$ cat src/rtl/cc_pkg.sv
// Cache-controller shared definitions: AXI burst encodings, line-fill burst
// shape and miss-path FSM state type, used by the miss-request and fill stages.
package cc_pkg;

    localparam logic [1:0] CC_BURST_FIXED = 2'b00;
    localparam logic [1:0] CC_BURST_INCR  = 2'b01;
    localparam logic [1:0] CC_BURST_WRAP  = 2'b10;

    // 8 beats of 8 bytes cover one 64-byte line
    localparam logic [3:0] CC_ARLEN     = 4'd7;
    localparam logic [2:0] CC_ARSIZE    = 3'd3;
    localparam int         CC_MAX_OUTST = 4;

    typedef enum logic {
        IDLE,
        AR_REQ
    } miss_state_t;

    // Wrap burst starts on the doubleword holding the missed byte
    function automatic logic [31:0] cc_crit_dw_addr(input logic [31:0] addr);
        return {addr[31:3], 3'b000};
    endfunction

endpackage

$ cat src/rtl/cc_miss_req_unit_if.sv
// Miss-path signal bundle: miss request in, AXI AR channel out, miss-address
// FIFO push out and fill-completion pulse in.
interface cc_miss_req_unit_if;

    logic        miss_req_valid_i;
    logic [31:0] miss_req_addr_i;
    logic        miss_req_ready_o;

    logic        mem_arvalid_o;
    logic        mem_arready_i;
    logic [31:0] mem_araddr_o;
    logic [3:0]  mem_arlen_o;
    logic [2:0]  mem_arsize_o;
    logic [1:0]  mem_arburst_o;

    logic        miss_addr_fifo_full_i;
    logic        miss_addr_fifo_wren_o;
    logic [31:0] miss_addr_fifo_wdata_o;

    logic        fill_done_i;

    modport master (
        input  miss_req_valid_i, miss_req_addr_i,
        output miss_req_ready_o,
        output mem_arvalid_o, mem_araddr_o, mem_arlen_o, mem_arsize_o, mem_arburst_o,
        input  mem_arready_i,
        input  miss_addr_fifo_full_i,
        output miss_addr_fifo_wren_o, miss_addr_fifo_wdata_o,
        input  fill_done_i
    );

    modport slave (
        output miss_req_valid_i, miss_req_addr_i,
        input  miss_req_ready_o,
        input  mem_arvalid_o, mem_araddr_o, mem_arlen_o, mem_arsize_o, mem_arburst_o,
        output mem_arready_i,
        output miss_addr_fifo_full_i,
        input  miss_addr_fifo_wren_o, miss_addr_fifo_wdata_o,
        output fill_done_i
    );

endinterface

$ cat src/rtl/cc_miss_req_unit.sv
// Miss request unit: accepts cache misses, issues one AXI wrap-burst AR at a time
// and pushes the miss address to the fill-stage FIFO, bounding fills in flight.
module cc_miss_req_unit
    import cc_pkg::*;
#(
    parameter int MAX_OUTST = CC_MAX_OUTST
) (
    input logic              clk,
    input logic              rst,
    cc_miss_req_unit_if.master bus
);

    miss_state_t state, state_nxt;
    logic [3:0]  outst_cnt;
    logic [31:0] araddr_q;
    logic        arvalid_q;
    logic        accept;

    // Ready is a function of registered state and the FIFO level only
    assign bus.miss_req_ready_o = !rst && (state == IDLE) && !bus.miss_addr_fifo_full_i
                                  && (outst_cnt < 4'(MAX_OUTST));
    assign accept = bus.miss_req_valid_i && bus.miss_req_ready_o;

    assign bus.miss_addr_fifo_wren_o  = accept;
    assign bus.miss_addr_fifo_wdata_o = bus.miss_req_addr_i;

    assign bus.mem_arvalid_o = arvalid_q;
    assign bus.mem_araddr_o  = araddr_q;
    assign bus.mem_arlen_o   = CC_ARLEN;
    assign bus.mem_arsize_o  = CC_ARSIZE;
    assign bus.mem_arburst_o = CC_BURST_WRAP;

    always_comb begin
        state_nxt = state;
        unique case (state)
            IDLE:    if (accept) state_nxt = AR_REQ;
            AR_REQ:  if (bus.mem_arready_i) state_nxt = IDLE;
            default: state_nxt = IDLE;
        endcase
    end

    always_ff @(posedge clk) begin
        if (rst) begin
            state     <= IDLE;
            arvalid_q <= 1'b0;
            araddr_q  <= '0;
            outst_cnt <= '0;
        end else begin
            state     <= state_nxt;
            arvalid_q <= (state_nxt == AR_REQ);
            if (accept) araddr_q <= cc_crit_dw_addr(bus.miss_req_addr_i);
            // Simultaneous accept and fill completion cancel out
            unique case ({accept, bus.fill_done_i})
                2'b10:   outst_cnt <= outst_cnt + 4'd1;
                2'b01:   if (outst_cnt != 4'd0) outst_cnt <= outst_cnt - 4'd1;
                default: outst_cnt <= outst_cnt;
            endcase
        end
    end

endmodule

$ cat src/flat_wrapper.sv
// flat-port wrapper written by rule: the top's interface ports become plain ports
module cc_miss_req_unit_flat import cc_pkg::*;
#(
    parameter int MAX_OUTST = CC_MAX_OUTST
)
  (clk, rst, bus_miss_req_valid_i, bus_miss_req_addr_i, bus_miss_req_ready_o, bus_mem_arvalid_o, bus_mem_araddr_o, bus_mem_arlen_o, bus_mem_arsize_o, bus_mem_arburst_o, bus_mem_arready_i, bus_miss_addr_fifo_full_i, bus_miss_addr_fifo_wren_o, bus_miss_addr_fifo_wdata_o, bus_fill_done_i);
  cc_miss_req_unit_if bus_i ();
  input logic clk;
  input logic rst;
  input wire logic [$bits(bus_i.miss_req_valid_i)-1:0] bus_miss_req_valid_i;
  input wire logic [$bits(bus_i.miss_req_addr_i)-1:0] bus_miss_req_addr_i;
  output wire logic [$bits(bus_i.miss_req_ready_o)-1:0] bus_miss_req_ready_o;
  output wire logic [$bits(bus_i.mem_arvalid_o)-1:0] bus_mem_arvalid_o;
  output wire logic [$bits(bus_i.mem_araddr_o)-1:0] bus_mem_araddr_o;
  output wire logic [$bits(bus_i.mem_arlen_o)-1:0] bus_mem_arlen_o;
  output wire logic [$bits(bus_i.mem_arsize_o)-1:0] bus_mem_arsize_o;
  output wire logic [$bits(bus_i.mem_arburst_o)-1:0] bus_mem_arburst_o;
  input wire logic [$bits(bus_i.mem_arready_i)-1:0] bus_mem_arready_i;
  input wire logic [$bits(bus_i.miss_addr_fifo_full_i)-1:0] bus_miss_addr_fifo_full_i;
  output wire logic [$bits(bus_i.miss_addr_fifo_wren_o)-1:0] bus_miss_addr_fifo_wren_o;
  output wire logic [$bits(bus_i.miss_addr_fifo_wdata_o)-1:0] bus_miss_addr_fifo_wdata_o;
  input wire logic [$bits(bus_i.fill_done_i)-1:0] bus_fill_done_i;
  assign bus_i.miss_req_valid_i = bus_miss_req_valid_i;
  assign bus_i.miss_req_addr_i = bus_miss_req_addr_i;
  assign bus_miss_req_ready_o = bus_i.miss_req_ready_o;
  assign bus_mem_arvalid_o = bus_i.mem_arvalid_o;
  assign bus_mem_araddr_o = bus_i.mem_araddr_o;
  assign bus_mem_arlen_o = bus_i.mem_arlen_o;
  assign bus_mem_arsize_o = bus_i.mem_arsize_o;
  assign bus_mem_arburst_o = bus_i.mem_arburst_o;
  assign bus_i.mem_arready_i = bus_mem_arready_i;
  assign bus_i.miss_addr_fifo_full_i = bus_miss_addr_fifo_full_i;
  assign bus_miss_addr_fifo_wren_o = bus_i.miss_addr_fifo_wren_o;
  assign bus_miss_addr_fifo_wdata_o = bus_i.miss_addr_fifo_wdata_o;
  assign bus_i.fill_done_i = bus_fill_done_i;
  cc_miss_req_unit #(.MAX_OUTST(MAX_OUTST)) u_core (.clk(clk), .rst(rst), .bus(bus_i));
endmodule
$ cat config.mk
export PLATFORM = sky130hd
export DESIGN_NAME = cc_miss_req_unit_flat
export DESIGN_NICKNAME = d
export VERILOG_FILES = /design/src/rtl/cc_pkg.sv /design/src/rtl/cc_miss_req_unit_if.sv /design/src/rtl/cc_miss_req_unit.sv /design/src/flat_wrapper.sv
export SDC_FILE = /design/constraint.sdc
export NUM_CORES = 1
export LEC_CHECK = 0
export BUFFER_PORTS_ARGS = -buffer_cell sky130_fd_sc_hd__buf_2
export CAP_MARGIN = 5
export CORE_MARGIN = 2
export CORE_UTILIZATION = 41
export DETAILED_ROUTE_END_ITERATION = 10
export GPL_TIMING_DRIVEN = 0
export PLACE_DENSITY = 0.78
export SYNTH_ARGS = -nofsm -noshare
export SYNTH_HDL_FRONTEND = slang
export SYNTH_SLANG_ARGS = --single-unit
$ cat constraint.sdc
create_clock -name clk -period 3.05 [get_ports clk]
set_input_delay 0.1525 -clock clk [delete_from_list [all_inputs] [get_ports clk]]
set_output_delay 0.1525 -clock clk [all_outputs]
set_load 0.1 [all_outputs]
* Word-level counts from Yosys, hierarchy flattened
Index checks and enable logic that the tools add are counted.
Cells by class: add/subtract/negate cells 2, order comparisons 1, eq/ne operators 3, muxes and demuxes 5, bitwise gates (word level) 1, reduce and logical (&&, ||, !) cells 9
Operator list (number):
- $pmux 4 s2 | 1
- $add 4x1->4 const B | 1
- $logic_and 1x1->1 | 4
- $lt 4x3->1 const B | 1
- $mux 4 | 1
- $reduce_bool 4->1 | 1
- $sub 4x1->4 const B | 1
- $eq 2x1->1 const B | 1
- $eq 2x2->1 const B | 1
- $logic_not 1->1 | 2
- $mux 1 | 2
- $ne 2x1->1 const B | 1
- $pmux 1 s2 | 1
- $reduce_and 2->1 | 1
- $reduce_bool 2->1 | 1
- $not 1->1 | 1
Word-level totals: register bits 34, input bits 38, output and inout port bits 76, logic and storage cells 24

* Depth between registers and ports, before layout
depth in word-level cells 8, gate-level depth with buffers 9, depth with buffers taken out 9

* Worst setup path after synthesis
No wires, ideal clock.
kind flip-flop to flip-flop, start point reg u_core.state, end point reg u_core.outst_cnt[3], setup time 0.095 ns, data arrival time 2.550 ns, required time 2.955 ns, path slack 0.405 ns, stages on the path, launching flop included 10, path buffers 0, period minus slack after synthesis 2.645 ns, cell sequence dfxtp_1 nor2b_1 nand2_1 nand2_1 inv_1 ha_1 a21oi_1 nand2_1 or4b_1 o311ai_1
On the way: word-level cells in the longest chain between the ends 8, elaborated cells between the ends (all ways) 11, classes of those cells 3 x eq/ne; 1 x mux; 1 x bitwise; 6 x reduce/logical
RTL lines:
- start: declaration | RTL line cc_miss_req_unit.sv:13 | miss_state_t state, state_nxt;
- start signal: assignment | RTL line cc_miss_req_unit.sv:49 | state <= state_nxt;
- $not 1->1 * | RTL line cc_miss_req_unit.sv:20 | assign bus.miss_req_ready_o = !rst && (state == IDLE) && !bus.miss_addr_fifo_full_i
- $logic_and 1x1->1 * (2 in series) | RTL line cc_miss_req_unit.sv:20
- $logic_and 1x1->1 * | RTL line cc_miss_req_unit.sv:21 | && (outst_cnt < 4'(MAX_OUTST));
- $logic_and 1x1->1 * | RTL line cc_miss_req_unit.sv:22 | assign accept = bus.miss_req_valid_i && bus.miss_req_ready_o;
- $eq 2x1->1 / $eq 2x2->1 (equally long branches) | RTL line cc_miss_req_unit.sv:53 | unique case ({accept, bus.fill_done_i})
- $ne 2x1->1 (no line) / $reduce_bool 2->1 (equally long branches)
- $reduce_and 2->1 (no line)
- end signal: assignment | RTL line cc_miss_req_unit.sv:54 | 2'b10: outst_cnt <= outst_cnt + 4'd1;
- end signal: assignment | RTL line cc_miss_req_unit.sv:55 | 2'b01: if (outst_cnt != 4'd0) outst_cnt <= outst_cnt - 4'd1;
- end signal: assignment | RTL line cc_miss_req_unit.sv:56 | default: outst_cnt <= outst_cnt;
- end: declaration | RTL line cc_miss_req_unit.sv:14 | logic [3:0] outst_cnt;
Mark *: on every way between the ends. The rest lies on a longest branch, timed or not. A chain may end at the register's enable or synchronous reset.

* Final worst setup path
start point reg u_core.outst_cnt[3], end point reg u_core.outst_cnt[3]
On the way: word-level cells in the longest chain between the ends 6, elaborated cells between the ends (all ways) 13, classes of those cells 2 x add/sub; 1 x order compare; 3 x eq/ne; 2 x mux; 5 x reduce/logical
RTL lines (RTL line):
- $lt 4x3->1 | cc_miss_req_unit.sv:21
- $logic_and 1x1->1 | cc_miss_req_unit.sv:21
- $logic_and 1x1->1 | cc_miss_req_unit.sv:22
- $eq 2x1->1 / $eq 2x2->1 (equally long branches) | cc_miss_req_unit.sv:53
- $ne 2x1->1 (no line) / $reduce_bool 2->1 (equally long branches)
- $reduce_and 2->1 (no line)
Several ways; a longest one is shown, not always the timed one. The select of a mux whose other input is x is not followed.

==> run_summary.xml <==
<?xml version="1.0" encoding="UTF-8"?>
<metrics>
  <group name="setup_path">
    <metric name="start_kind" unit="">flop</metric>
    <metric name="worst_ep_required_time" unit="ps">3230</metric>
    <metric name="cp_common_cell" unit="">nand2_1</metric>
    <metric name="timing_worst_setup_path_type" unit="">flop to flop</metric>
    <metric name="worst_path_max_delay_cell" unit="">or4b_1</metric>
    <metric name="timing.critical_path.slowest_cell_delay" unit="ps">500</metric>
    <metric name="critical_path_peak_fanout" unit="">6</metric>
    <metric name="worst_setup_path_end_kind" unit="">flop</metric>
    <metric name="worstPathCellList" unit="">nor4_2 &gt; nand2_1 &gt; nand2_1 &gt; inv_1 &gt; ha_1 &gt; a21oi_1 &gt; nand2_1 &gt; or4b_1 &gt; o311ai_1</metric>
    <metric name="critPathArrivalTime" unit="ps">2600</metric>
  </group>
  <group name="floorplan">
    <metric name="floorplan.rows" unit="">23</metric>
    <metric name="die_area" unit="um^2">4653</metric>
    <metric name="die_height" unit="um">68.21</metric>
    <metric name="die_span_in_x" unit="um">68.21</metric>
    <metric name="initial_utilization" unit="%">42.56</metric>
    <metric name="boundaryPins" unit="">114</metric>
    <metric name="core-area" unit="um^2">3971</metric>
  </group>
  <group name="drt">
    <metric name="drt_drc_violations_left" unit="">0</metric>
    <metric name="avgRoutedWirePerCell" unit="um">10.10</metric>
    <metric name="detailroute.via_count" unit="">1647</metric>
    <metric name="drt_iter0_drc" unit="">57</metric>
    <metric name="drt_wl_total" unit="um">3829</metric>
    <metric name="dr.pass1.iters" unit="">4</metric>
    <metric name="drt-vias-per-instance" unit="">4.346</metric>
    <metric name="ant_nets" unit="">0</metric>
  </group>
  <group name="global_route">
    <metric name="antenna_found_initial" unit="">0</metric>
    <metric name="global_route.overflow_total" unit="">0</metric>
    <metric name="pin_count_of_the_biggest_net_entering_global_routing" unit="">11</metric>
    <metric name="groute.usage.overall" unit="%">15.73</metric>
    <metric name="grt_first_pass_wirelength" unit="um">5568</metric>
    <metric name="grt_pass1_vias" unit="">1360</metric>
  </group>
  <group name="clocking">
    <metric name="max-clock-path-buffers" unit="">2</metric>
    <metric name="clkSinkCount" unit="">34</metric>
    <metric name="postCtsSetupBuffers" unit="">0</metric>
    <metric name="htree_levels" unit="">2</metric>
    <metric name="clock_latency" unit="ps">280</metric>
    <metric name="clk_root_buffer_cell" unit="">clkbuf_8</metric>
    <metric name="cts.repair.resized" unit="">0</metric>
    <metric name="tritoncts_clock_tree" unit="">built</metric>
    <metric name="cts.reportedPaths.clkPinSlew" unit="ps">70</metric>
    <metric name="cts_hold_buf" unit="">0</metric>
    <metric name="cts_inserted_buffers" unit="">5</metric>
  </group>
  <group name="run">
    <metric name="max-cap-violations" unit="">0</metric>
  </group>
  <group name="synthesis">
    <metric name="synth-seq-area-share" unit="%">40.27</metric>
    <metric name="synth_cells" unit="">213</metric>
    <metric name="ys.warnings.count" unit="">0</metric>
    <metric name="synth-seq-cells" unit="">34</metric>
    <metric name="synth.cell_area" unit="um^2">1690</metric>
    <metric name="postSynthAreaPerCell" unit="um^2">7.936</metric>
    <metric name="synth_cell_types" unit="">29</metric>
  </group>
  <group name="power_and_ir_drop">
    <metric name="power_switching" unit="uW">765.1</metric>
    <metric name="max-vdd-ir-drop" unit="mV">0.3202</metric>
    <metric name="power_per_cell_area" unit="nW/um^2">695.1</metric>
    <metric name="total_design_power" unit="uW">1659</metric>
    <metric name="p_int" unit="uW">894.2</metric>
    <metric name="part_of_the_total_power_dissipated_in_combinational_logic" unit="%">44.8</metric>
    <metric name="seq_power_share" unit="%">31.5</metric>
    <metric name="power.leakage" unit="uW">0.001216</metric>
    <metric name="clock_power_share" unit="%">23.7</metric>
    <metric name="power.switching_fraction" unit="%">46.11</metric>
  </group>
  <group name="placement">
    <metric name="placement.setup.worst_slack" unit="ps">685.8</metric>
    <metric name="hpwl" unit="um">3061</metric>
    <metric name="gp_congestion" unit="">0.8201</metric>
    <metric name="count_of_input_and_output_buffers" unit="">98</metric>
  </group>
  <group name="cells_and_area">
    <metric name="antenna_cells" unit="">0</metric>
    <metric name="layout-drive-gt1-share" unit="%">47.11</metric>
    <metric name="area_delta_synth_final" unit="%">41.23</metric>
    <metric name="net_count_reported_at_finish" unit="">369</metric>
    <metric name="postLayoutCoreUtil" unit="%">60.11</metric>
  </group>
  <group name="sta">
    <metric name="final_critical_path_required_period" unit="ps">2419</metric>
    <metric name="finClkSkew" unit="ps">3.355</metric>
    <metric name="worst_slack" unit="ps">631.0</metric>
    <metric name="report.final.hold_viol_count" unit="">0</metric>
    <metric name="max_clock_freq" unit="GHz">0.4134</metric>
    <metric name="setup_viol" unit="">0</metric>
    <metric name="report.final.slew_viol_count" unit="">0</metric>
    <metric name="final_min_period_over_clock_period" unit="%">79.31</metric>
    <metric name="rsz_0062_raised_after_global_routing" unit="">false</metric>
    <metric name="setup-tns-final" unit="ps">0</metric>
    <metric name="hold_ws" unit="ps">119.6</metric>
  </group>
  <group name="min_path">
    <metric name="type_of_the_tightest_min_delay_check" unit="">input port to flop</metric>
  </group>
  <group name="outcome">
    <metric name="status" unit="">finished clean</metric>
  </group>
</metrics>
kinds of logic after synthesis:
family,count (synthesis),synth area share [%]
simple gates,75,20.28
buf+inv,58,22.87
compound gates,40,12.95
flops,34,40.27
fa+ha+maj,3,2.665
other cells,2,0.4443
xor+xnor,1,0.5182
stage by stage:
step,instances,area [um^2]
6_report,379,2387
5_1_grt,379,2387
4_1_cts,379,2387
3_5_place_dp,371,2281
3_3_place_gp,371,2281
2_1_floorplan,223,1728
worst max-delay path: cells and delay by family, from the launching register on:
family	cells	cell delay, ps
buffers and inverters	1	80
adders and majority gates	1	320
and+or+nand+nor	5	1330
AOI/OAI and AO/OA	2	220
DFF	1	370
cells in the mapped netlist (all sizes together):
library cell  number  share of area (%)
nor2b              2               0.74
o21a               1               0.44
a2bb2oi            1               0.52
a21oi             32                9.5
nand3              1               0.30
fa                 1                1.2
a31oi              1               0.37
nor3               2               0.89
or4                1               0.67
xnor2              1               0.52
conb               2               0.44
ha                 2                1.5
inv                4               0.89
nor4               1               0.74
o311ai             1               0.52
nand2b             2               0.74
buf               48                 21
nor2               3               0.67
o41ai              2                1.0
or4b               1               0.59
o21ai              2               0.59
dfxtp             34                 40
nand2             61                 14
nor4b              1                1.4
clkbuf             6                1.3
metal layers:
metal  vias to the layer above  global-route usage, %  share of wire [%]
met2                        72                  27.06                 49
li1                        861                      -                  -
met3                         4                  5.428                 11
met1                       710                  18.36                 40
met5                         -                      0                  0
met4                         0                  4.750               0.71
final timing paths:
kind	start	end	slack [ps]	cells after the start
setup / recovery	u_core.outst_cnt[3]	u_core.outst_cnt[3]	630	9
hold / removal	bus_miss_req_addr_i[23]	u_core.bus.mem_araddr_o[23]	120	3
setup reg to reg	u_core.outst_cnt[3]	u_core.outst_cnt[3]	630	9
hold reg to reg	u_core.bus.mem_araddr_o[10]	u_core.bus.mem_araddr_o[10]	450	2
final cells by class:
type                       count  area [um^2]
clock inverter                 1        30.03
multi-input combinational    131        660.6
sequential                    34        680.7
clock buffer                   7        76.32
fill                         396         1584
inverter                       4        15.01
buffer                        54        371.6
timing repair buffer          98        490.5
tap                           50        62.56
power by group through the flow:
stage / clock [uW] / sequential, uW / combinational [uW]
detailed placement: 0 / 532 / 747
CTS: 405 / 522 / 747
global placement: 0 / 531 / 737
floorplan: 0 / 698 / 464
finish: 394 / 522 / 743
global route: 422 / 529 / 790
registers in the layout, indices dropped and copies added (netlist names):
signal / flops
u_core.outst_cnt: 4
u_core.state: 1
u_core.bus.mem_araddr_o: 29
cells in the final DEF (no fill, tap or decap), types with 2 or more instances in the layout:
cell type | synthesis | routed
a21oi_1 | 32 | 32
inv_1 | 4 | 4
nand2b_1 | 2 | 2
nor2b_1 | 2 | 2
clkbuf_8 | 0 | 5
nand2_1 | 61 | 61
ha_1 | 2 | 2
buf_4 | 44 | 44
dfxtp_1 | 34 | 34
nor2_1 | 3 | 3
buf_2 | 3 | 101
conb_1 | 2 | 12
clkbuf_1 | 6 | 8
o41ai_1 | 2 | 2
Power figures use the tool's default switching activity.
